<file path="config.mk">
export PLATFORM = sky130hd
export DESIGN_NAME = sam_spi_responder
export DESIGN_NICKNAME = d
export VERILOG_FILES = /design/src/rtl/sam_spi_pkg.sv /design/src/rtl/sam_spi_sync.sv /design/src/rtl/sam_spi_responder.sv
export SDC_FILE = /design/constraint.sdc
export NUM_CORES = 1
export LEC_CHECK = 0
export BUFFER_PORTS_ARGS = -buffer_cell sky130_fd_sc_hd__buf_2
export CORE_UTILIZATION = 56
export DETAILED_ROUTE_END_ITERATION = 10
export PLACE_DENSITY = 0.78
export SYNTH_ARGS = -nofsm -noshare
export SYNTH_HDL_FRONTEND = slang
export SYNTH_SLANG_ARGS = --single-unit
</file>
<file path="constraint.sdc">
create_clock -name clk -period 3.3 [get_ports clk]
set_clock_uncertainty 0.05 [all_clocks]
set_input_delay 0.165 -clock clk [delete_from_list [all_inputs] [get_ports clk]]
set_output_delay 0.165 -clock clk [all_outputs]
set_load 0.05 [all_outputs]
</file>
<file path="src/rtl/sam_spi_pkg.sv">
// Shared definitions for the SAM D21 SPI responder: command codes, FSM states, CRC polynomial.
package sam_spi_pkg;

  localparam logic [7:0] CMD_WRITE  = 8'h01;
  localparam logic [7:0] CMD_READ   = 8'h02;
  localparam logic [7:0] CMD_STATUS = 8'h03;

  localparam logic [7:0] CRC8_POLY  = 8'h07;

  typedef enum logic [2:0] {
    ST_IDLE,
    ST_CMD,
    ST_ADDR,
    ST_WDATA,
    ST_RDATA,
    ST_STATUS,
    ST_DRAIN,
    ST_CRC
  } spiStateT;

endpackage

</file>
<file path="src/rtl/sam_spi_sync.sv">
// Multi-flop synchroniser for one asynchronous SPI pin, with rise/fall detect on the synchronised level.
module sam_spi_sync #(
  parameter int   SYNC_STAGES = 2,
  parameter logic RESET_VAL   = 1'b0
) (
  input  logic clk,
  input  logic reset,
  input  logic asyncIn,
  output logic level,
  output logic rise,
  output logic fall
);

  logic [SYNC_STAGES-1:0] syncQ;
  logic                   prevQ;

  // Reset to the pin's idle level so no spurious edge appears when reset is released
  always_ff @(posedge clk) begin
    if (reset) begin
      syncQ <= {SYNC_STAGES{RESET_VAL}};
      prevQ <= RESET_VAL;
    end else begin
      syncQ <= {syncQ[SYNC_STAGES-2:0], asyncIn};
      prevQ <= syncQ[SYNC_STAGES-1];
    end
  end

  assign level = syncQ[SYNC_STAGES-1];
  assign rise  = level & ~prevQ;
  assign fall  = ~level & prevQ;

endmodule

</file>
<file path="src/rtl/sam_spi_responder.sv">
// SPI mode-0 responder turning SAM command frames into register-bus strobes, plus interrupt/status.
// Optional build macro SAM_SPI_CRC8_EN appends a CRC-8 byte to WRITE and READ frames.
module sam_spi_responder
  import sam_spi_pkg::*;
#(
  parameter int ADDR_W      = 8,
  parameter int DATA_W      = 32,
  parameter int SYNC_STAGES = 2
) (
  input  logic              clk,
  input  logic              reset,
  input  logic              spi_sck,
  input  logic              spi_cs_n,
  input  logic              spi_mosi,
  output logic              spi_miso,
  output logic              reg_wr,
  output logic              reg_rd,
  output logic [ADDR_W-1:0] reg_addr,
  output logic [DATA_W-1:0] reg_wdata,
  input  logic [DATA_W-1:0] reg_rdata,
  input  logic              irq_req,
  output logic              sam_int
);

  localparam int NBYTES = DATA_W / 8;
  localparam int BCW    = $clog2(NBYTES + 1);

  logic sckLvl, sckRise, sckFall;
  logic csLvl, csRise, csFall;
  logic mosiLvl, mosiRise, mosiFall;
  logic unusedSigs;

  sam_spi_sync #(.SYNC_STAGES(SYNC_STAGES), .RESET_VAL(1'b0)) uSyncSck (
    .clk(clk), .reset(reset), .asyncIn(spi_sck),
    .level(sckLvl), .rise(sckRise), .fall(sckFall));
  sam_spi_sync #(.SYNC_STAGES(SYNC_STAGES), .RESET_VAL(1'b1)) uSyncCs (
    .clk(clk), .reset(reset), .asyncIn(spi_cs_n),
    .level(csLvl), .rise(csRise), .fall(csFall));
  sam_spi_sync #(.SYNC_STAGES(SYNC_STAGES), .RESET_VAL(1'b0)) uSyncMosi (
    .clk(clk), .reset(reset), .asyncIn(spi_mosi),
    .level(mosiLvl), .rise(mosiRise), .fall(mosiFall));

  assign unusedSigs = ^{sckLvl, csRise, mosiRise, mosiFall};

  spiStateT          state;
  logic [2:0]        bitCnt;
  logic [BCW-1:0]    byteCnt;
  logic [6:0]        rxShift;
  logic [7:0]        rxByte;
  logic [7:0]        txShift;
  logic [DATA_W-1:0] wShift;
  logic [DATA_W-1:0] rdShift;
  logic              cmdRead;
  logic              rdVld_p1;
  logic              irqPending;
  logic              errSticky;
  logic              lastByte;
`ifdef SAM_SPI_CRC8_EN
  logic [7:0]        wrCrc;
  logic [7:0]        rdCrc;

  function automatic logic [7:0] crc8Upd(input logic [7:0] crcIn, input logic [7:0] dataIn);
    logic [7:0] c;
    c = crcIn ^ dataIn;
    for (int i = 0; i < 8; i++) c = c[7] ? ((c << 1) ^ CRC8_POLY) : (c << 1);
    return c;
  endfunction
`endif

  function automatic logic [DATA_W-1:0] shiftInByte(input logic [DATA_W-1:0] acc,
                                                    input logic [7:0] b);
    return (acc << 8) | DATA_W'(b);
  endfunction

  assign rxByte   = {rxShift, mosiLvl};
  assign lastByte = (byteCnt == BCW'(NBYTES - 1));
  assign spi_miso = txShift[7];
  assign sam_int  = irqPending;

  always_ff @(posedge clk) begin
    reg_wr <= 1'b0;
    reg_rd <= 1'b0;
    if (reset) begin
      state      <= ST_IDLE;
      bitCnt     <= '0;
      byteCnt    <= '0;
      txShift    <= '0;
      reg_addr   <= '0;
      reg_wdata  <= '0;
      cmdRead    <= 1'b0;
      rdVld_p1   <= 1'b0;
      irqPending <= 1'b0;
      errSticky  <= 1'b0;
    end else begin
      // Stage p1: read data is valid the cycle after reg_rd
      rdVld_p1 <= reg_rd;
      if (csLvl) begin
        state   <= ST_IDLE;
        bitCnt  <= '0;
        byteCnt <= '0;
        txShift <= '0;
      end else if (state == ST_IDLE) begin
        if (csFall) state <= ST_CMD;
      end else begin
        // Shifting is skipped on the fall right after a byte boundary so a freshly loaded MSB survives
        if (sckFall && bitCnt != 3'd0) txShift <= {txShift[6:0], 1'b0};
        if (rdVld_p1 && state == ST_RDATA) begin
          txShift <= reg_rdata[DATA_W-1 -: 8];
          rdShift <= reg_rdata << 8;
`ifdef SAM_SPI_CRC8_EN
          rdCrc   <= crc8Upd(8'h00, reg_rdata[DATA_W-1 -: 8]);
`endif
        end
        if (sckRise) begin
          rxShift <= rxByte[6:0];
          bitCnt  <= bitCnt + 3'd1;
          if (bitCnt == 3'd7) begin
            case (state)
              ST_CMD: begin
`ifdef SAM_SPI_CRC8_EN
                wrCrc <= crc8Upd(8'h00, rxByte);
`endif
                case (rxByte)
                  CMD_WRITE: begin cmdRead <= 1'b0; state <= ST_ADDR; end
                  CMD_READ:  begin cmdRead <= 1'b1; state <= ST_ADDR; end
                  CMD_STATUS: begin
                    txShift <= {irqPending, errSticky, 6'b0};
                    state   <= ST_STATUS;
                  end
                  default: begin errSticky <= 1'b1; state <= ST_DRAIN; end
                endcase
              end
              ST_ADDR: begin
                reg_addr <= ADDR_W'(rxByte);
                byteCnt  <= '0;
`ifdef SAM_SPI_CRC8_EN
                wrCrc    <= crc8Upd(wrCrc, rxByte);
`endif
                if (cmdRead) begin
                  reg_rd <= 1'b1;
                  state  <= ST_RDATA;
                end else begin
                  state  <= ST_WDATA;
                end
              end
              ST_WDATA: begin
                byteCnt <= byteCnt + BCW'(1);
                wShift  <= shiftInByte(wShift, rxByte);
`ifdef SAM_SPI_CRC8_EN
                wrCrc   <= crc8Upd(wrCrc, rxByte);
                if (lastByte) state <= ST_CRC;
`else
                if (lastByte) begin
                  reg_wdata <= shiftInByte(wShift, rxByte);
                  reg_wr    <= 1'b1;
                  state     <= ST_DRAIN;
                end
`endif
              end
              ST_RDATA: begin
                byteCnt <= byteCnt + BCW'(1);
                if (lastByte) begin
`ifdef SAM_SPI_CRC8_EN
                  txShift <= rdCrc;
                  state   <= ST_CRC;
`else
                  txShift <= '0;
                  state   <= ST_DRAIN;
`endif
                end else begin
                  txShift <= rdShift[DATA_W-1 -: 8];
                  rdShift <= rdShift << 8;
`ifdef SAM_SPI_CRC8_EN
                  rdCrc   <= crc8Upd(rdCrc, rdShift[DATA_W-1 -: 8]);
`endif
                end
              end
              ST_STATUS: begin
                irqPending <= 1'b0;
                errSticky  <= 1'b0;
                txShift    <= '0;
                state      <= ST_DRAIN;
              end
              ST_CRC: begin
`ifdef SAM_SPI_CRC8_EN
                if (!cmdRead) begin
                  if (rxByte == wrCrc) begin
                    reg_wdata <= wShift;
                    reg_wr    <= 1'b1;
                  end else begin
                    errSticky <= 1'b1;
                  end
                end
`endif
                txShift <= '0;
                state   <= ST_DRAIN;
              end
              default: txShift <= '0;
            endcase
          end
        end
      end
      // A new request in the same cycle as a STATUS clear must not be lost
      if (irq_req) irqPending <= 1'b1;
    end
  end

endmodule

</file>
==> results of run 1 <==
-- cell usage after synthesis (all sizes together) --
| cell | instances |
|---|---|
| mux2 | 5 |
| nor3b | 2 |
| clkbuf | 27 |
| and3 | 2 |
| edfxtp | 63 |
| nor4bb | 1 |
| a211oi | 1 |
| and3b | 2 |
| ha | 5 |
| a21boi | 2 |
| nand3 | 3 |
| nand3b | 3 |
| o22ai | 2 |
| or2 | 3 |
| a41oi | 1 |
| dfxtp | 71 |
| a211o | 1 |
| nor2b | 9 |
| or4 | 1 |
| o21ai | 40 |
| a21oi | 55 |
| a32o | 2 |
| xor2 | 1 |
| mux2i | 28 |
| and2 | 11 |
| o221a | 1 |
| a21o | 1 |
| o21a | 2 |
| nand4 | 3 |
| o41a | 1 |
| nand2b | 11 |
| or3 | 1 |
| buf | 4 |
| a222oi | 1 |
| nor4 | 1 |
| o32ai | 1 |
| nor3 | 5 |
| a221o | 2 |
| a32oi | 1 |
| nand2 | 121 |
| xnor2 | 1 |
| o211ai | 5 |
| nor2 | 22 |
| inv | 5 |
-- worst min-delay path by stage --
stage | start | end | slack [ns] | cells past startpoint
floorplan | spi_cs_n | uSyncCs.syncQ[0]$_SDFF_PP1_ | 0.22 | 1
global placement | spi_cs_n | uSyncCs.syncQ[0]$_SDFF_PP1_ | 0.30 | 2
detailed placement | spi_cs_n | uSyncCs.syncQ[0]$_SDFF_PP1_ | 0.31 | 2
CTS | reg_rdata[25] | txShift[1]$_SDFFE_PP0N_ | 0.0001 | 4
global route | reset | txShift[0]$_SDFFE_PP0N_ | 0.04 | 3
finish | reg_rdata[25] | txShift[1]$_SDFFE_PP0N_ | 0.03 | 4
-- registers in the layout (all words and copies together) (netlist names), 2 cells and up --
signal           flops
bitCnt               3
state                3
txShift              8
wShift              24
rxShift              7
reg_addr             8
uSyncSck.syncQ       2
uSyncCs.syncQ        2
byteCnt              3
uSyncMosi.syncQ      2
rdShift             32
reg_wdata           32
-- metal layers --
layer | track usage | vias up
li1 | - | 2080
met1 | 0.3283 | 2026
met2 | 0.4336 | 175
met3 | 0.07143 | 24
met4 | 0.1081 | 0
met5 | 0 | -
-- worst register-to-register path: cells and delay by family (launching register included) --
kind            cells  cell delay [ns]
flops               1             0.64
simple gates        2             1.15
buf+inv             1             0.26
compound gates      1             0.11
mux                 1             0.27
-- report_power, final --
| part | switching [mW] | leakage, nW | total, mW | internal [mW] |
|---|---|---|---|---|
| logic | 0.0331 | 1.08 | 0.0797 | 0.0466 |
| registers | 0.00482 | 1.14 | 1.74 | 1.73 |
| clock network | 0.660 | 0.295 | 1.90 | 1.24 |
| total | 0.698 | 2.52 | 3.71 | 3.01 |
-- what timing repair did --
item / CTS / global route
hold buffers: 30 / 0
setup endpoints to repair: 0 / 0
endpoints found under the hold margin: 30 / 0
-- cells by family (layout without fill, tap and decap cells) --
| group | Yosys count | after routing | share of synthesized area |
|---|---|---|---|
| AOI/OAI and AO/OA | 119 | 119 | 0.1255 |
| xor gates and xnor gates | 2 | 2 | 0.003201 |
| adders and majority gates | 5 | 5 | 0.01143 |
| buffers and inverters | 36 | 157 | 0.02560 |
| DFF | 134 | 134 | 0.6053 |
| muxes | 33 | 33 | 0.06149 |
| and+or+nand+nor | 201 | 201 | 0.1675 |
-- cell type report --
| cell class | count | area [um2] |
|---|---|---|
| flip-flops and latches | 134 | 3313 |
| fillers | 642 | 2462 |
| multi-input cells | 360 | 2027 |
| repair buffers | 120 | 785.8 |
| clock buffers | 25 | 485.5 |
| well taps | 129 | 161.4 |
| clock inverters | 7 | 117.6 |
| inverters | 5 | 18.77 |
==> flow_summary.ini, run 1 <==
[floorplan]
core_mm2 = 0.009371
start_util = 0.5841
ioPinCount = 82
die_h_um = 100.9
fp.dieW_um = 100.9
rows = 35
dieArea_mm2 = 0.01017

[drt]
highest_layer = met4
m1WireLength_mm = 5.123
dr_wl_met2_mm = 6.084
drc = 0
drt-total-wl_mm = 12.30
via_per_inst = 5.519
antenna_left = 0
drt_iter0_markers = 314
route.met3.wl_um = 825
vias = 4305
drtPass1Iterations = 5
wl_per_cell_um = 15.77

[sta]
finalSetupViolCount = 0
relSlewSlack = 0.3985
holdWs_ns = 0.02934
fin_tns_setup_ns = 0
fin_crit_ns = 2.743
fin_crit_sh = 0.8311
worst_pin_slew_ns = 0.8927
max_freq_ghz = 0.3646
rsz0062_at_grt = no
final_max_slew_viol_count = 0
setup_ws_ns = 0.5573
hold_viol_final = 0

[critical_path]
start_kind = flop
critPathKind = flop to flop
crit_chain = nor3b_1 > and2_2 > buf_12 > mux2i_1 > o21ai_0
reg2reg_to = rdShift[29]$_DFFE_PP_
rr_worst_depth = 5
ff2ff_setup_slack_ns = 0.56
cp_max_fo = 28
path_buf_inv = 1
cp.arrival_ns = 2.94
endpoint_kind = flop
crit_cells = 5
crit_path_end = rdShift[29]$_DFFE_PP_
max_stage_delay_ns = 0.64
cp_data_required_time_ns = 3.50
critPathSlowestCell = dfxtp_1
cp-startpoint = state[2]$_SDFFE_PP0P_
r2r-start = state[2]$_SDFFE_PP0P_
path_delay_family = simple AND/OR/NAND/NOR gates

[synth]
synthesis.nets = 573
yosys_register_bits = 134
netlist_area_mm2 = 0.005474
yosys_warnings = 0
yosysSeqAreaShare = 0.6053
synthTopCellsByArea = edfxtp_1 35%, dfxtp_1 26%, nand2_1 8.3%, mux2i_1 5.1%, a21oi_1 5.0%
synth_cell_types = 46
netlist_instances = 530
synth.largest_area_cell = edfxtp_1
netlist.area_leader.share = 0.3456
syn_area_per_cell_um2 = 10.33

[pwr]
pwr_density_cell_mw_per_mm2 = 537.2
p_leak_nw = 2.518
power_mw = 3.711
peakVddDrop_mv = 0.3913

[final_layout]
mostFrequentLayoutCells = 121 x nand2_1, 81 x buf_2, 71 x dfxtp_1
diodes = 0
fin_cells = 780
final_util = 0.7373
final_common_cell = nand2_1
design_area_mm2 = 0.006909
area_growth_pct = 26.22
drive_gt1_frac = 0.2043
fin_nets = 681

[placement]
dp_hpwl_mm = 7.640
port_buffers = 81
postPlaceCellArea_mm2 = 0.006006
placed_cells = 718
place_congestion = 0.8416
place_ws_ns = 0.7759

[flow_run]
maxCapViolations = 0

[clock_tree]
cts_tree = built
h-tree-depth = 4
cts-root-buf = clkbuf_8
clk_path_buf_depth = 2
numCtsBuffers = 17
clock-sinks = 134
cts_setup_buffers = 0
cts.reportedPaths.clkPinSlew_ns = 0.06
clock_latency_ns = 0.52
cts_resized = 0

[worst_hold_path]
hold_path_class = input pin to flop

[global_route]
overflow = 0
track_usage = 0.2629
grt_max_degree = 55
antenna_found_initial = 0
grt_pass1_vias = 4161
grt_pass1_wl_mm = 20.04

[status]
status = finished, final reports clean
(Power assumes the default switching activity.)
==> run 2: changes to the inputs <==
CORE_UTILIZATION = 51   (was 56)
PLACE_DENSITY = 0.74   (was 0.78)
clock period = 2.3 ns   (was 3.3 ns; I/O delays follow)
==> run 2 against run 1 <==
The run now ends with hold timing left. Power grew 43%. Utilization is 4.9 points lower. Non-clock buffer count rose by 23. Critical path depth did not move. Fmax up 21%. Final cell count increased by 3.8%. Worst setup slack got worse by 0.52 ns. Wire length up 3.0%. Sequential cell count did not move.
==> flow_summary.ini, run 2 (same netlist as run 1, synthesis figures left out) <==
[clock_tree]
numCtsBuffers = 17
clock-sinks = 134
cts_tree = built
cts.reportedPaths.clkPinSlew_ns = 0.07
clk_path_buf_depth = 2
h-tree-depth = 4
cts_setup_buffers = 0
clock_latency_ns = 0.53
cts-root-buf = clkbuf_8

[critical_path]
max_stage_delay_ns = 0.55
endpoint_kind = flop
path_delay_family = simple AND/OR/NAND/NOR gates
critPathKind = flop to flop
cp.arrival_ns = 2.63
cp_data_required_time_ns = 2.67
cp_max_fo = 3
crit_chain = or4_4 > or3_4 > a211o_4 > and2_4 > a221o_1
critPathSlowestCell = or4_4
rr_worst_depth = 5
crit_cells = 5
path_buf_inv = 0
start_kind = flop

[flow_run]
maxCapViolations = 0

[final_layout]
mostFrequentLayoutCells = 121 x nand2_1, 81 x buf_2, 71 x dfxtp_1
multi_input_area_mm2 = 0.002033
fin_nets = 704
final_common_cell = nand2_1
top_regs = rdShift: 32 flops, reg_wdata: 32 flops, wShift: 24 flops
diodes = 0
seq_area_mm2 = 0.003313
design_area_mm2 = 0.007142
area_growth_pct = 30.47
fill_cells = 765
drive_gt1_frac = 0.2329

[drt]
vias = 4356
via_per_inst = 5.378
antenna_left = 0
drc = 0
drt_iter0_markers = 380
drtPass1Iterations = 5
wl_per_cell_um = 15.64
drt-total-wl_mm = 12.67

[sta]
rsz0062_at_grt = yes
final_max_slew_viol_count = 0
relSlewSlack = 0.6275
finalSetupViolCount = 0
fin_crit_sh = 0.9826
setup_ws_ns = 0.04002
holdWs_ns = -0.0001250
hold_viol_final = 1
worst_pin_slew_ns = 0.5550
max_freq_ghz = 0.4425
fin_crit_ns = 2.260

[worst_hold_path]
hold_path_class = input pin to flop
min_path_cells = 3

[floorplan]
rows = 37
core_mm2 = 0.01037
die_h_um = 105.6
fp.dieW_um = 105.6
dieArea_mm2 = 0.01115
start_util = 0.5279
ioPinCount = 82

[pwr]
pwr-share-seq = 0.469
switching_share = 0.2197
p_int_mw = 4.139
peakVddDrop_mv = 0.4407
p_leak_nw = 2.647
combPwrFrac = 0.023
pwr_density_cell_mw_per_mm2 = 742.7
clkPwrFrac = 0.508
p_sw_mw = 1.165

[global_route]
antenna_found_initial = 0
track_usage = 0.2371
grt_max_degree = 53
grt_pass1_wl_mm = 20.38
grt_pass1_vias = 4285
overflow = 0

[placement]
place_congestion = 0.8358
port_buffers = 81
dp_hpwl_mm = 7.903
place_ws_ns = 0.04642
postPlaceCellArea_mm2 = 0.006187

[status]
failed_checks = hold timing
status = complete, but fails checks
==> run 2: cell types whose count changed in the layout (fill, tap and decap cells not counted), sizes merged <==
cell,before,now
clkbuf,25,21
dlygate4sd3,30,35
clkinv,4,3
bufinv,3,0
inv,5,13
buf,90,108
==> run 2: layout make-up <==
class	instances	share of cell area
inverters	5	0.002628
flip-flops and latches	134	0.4639
well taps	136	0.02383
repair buffers	143	0.1412
clock inverters	11	0.01331
multi-input cells	360	0.2847
clock buffers	21	0.07043
==> run 2: path summary, 6_finish.rpt <==
path                               startpoint                     endpoint  slack (ns)
setup reg to reg         rxShift[5]$_DFFE_PP_      txShift[6]$_SDFFE_PP0N_        0.04
setup / recovery         rxShift[5]$_DFFE_PP_      txShift[6]$_SDFFE_PP0N_        0.04
hold / removal                  reg_rdata[12]        rdShift[20]$_DFFE_PP_     -0.0001
hold reg to reg   uSyncCs.syncQ[0]$_SDFF_PP1_  uSyncCs.syncQ[1]$_SDFF_PP1_        0.38
==> run 2: timing repair <==
item,4_1_cts,5_1_grt
endpoints found under the setup margin,0,28
resized for setup,0,2
hold buffers,35,0
endpoints found under the hold margin,35,0
==> run 2: power groups by stage <==
stage	Sequential, mW	Combinational (mW)	Clock (mW)
final	2.49	0.124	2.69
after global routing	2.49	0.134	2.82
after CTS	2.49	0.121	2.72
after detailed placement	2.54	0.0755	0
after global placement	2.54	0.0746	0
after floorplan	2.54	0.0289	0
==> run 2: metal layers <==
metal,part of all wire,track usage,vias to the layer above
met1,0.44,0.2916,2074
met2,0.50,0.3966,133
met4,0.018,0.1022,0
li1,-,-,2122
met3,0.044,0.05937,27
met5,0,0,-
==> run 2: stage by stage <==
step	setup TNS (ns)	hold WS, ns	power (mW)	instances	utilization
final	0	-0.0001250	5.304	810	0.6887
after global routing	-0.02906	0.01306	5.435	810	0.6887
after CTS	0	0.0008278	5.322	810	0.6881
after detailed placement	0	0.2499	2.613	743	0.5966
after global placement	0	0.2528	2.612	743	0.5966
after floorplan	0	0.1688	2.570	530	-
==> run 2: worst reg2reg max path, cell delays in order, from the launching register on <==
cell      delay, ns
edfxtp_1       0.38
or4_4          0.55
or3_4          0.36
a211o_4        0.34
and2_4         0.16
a221o_1        0.31
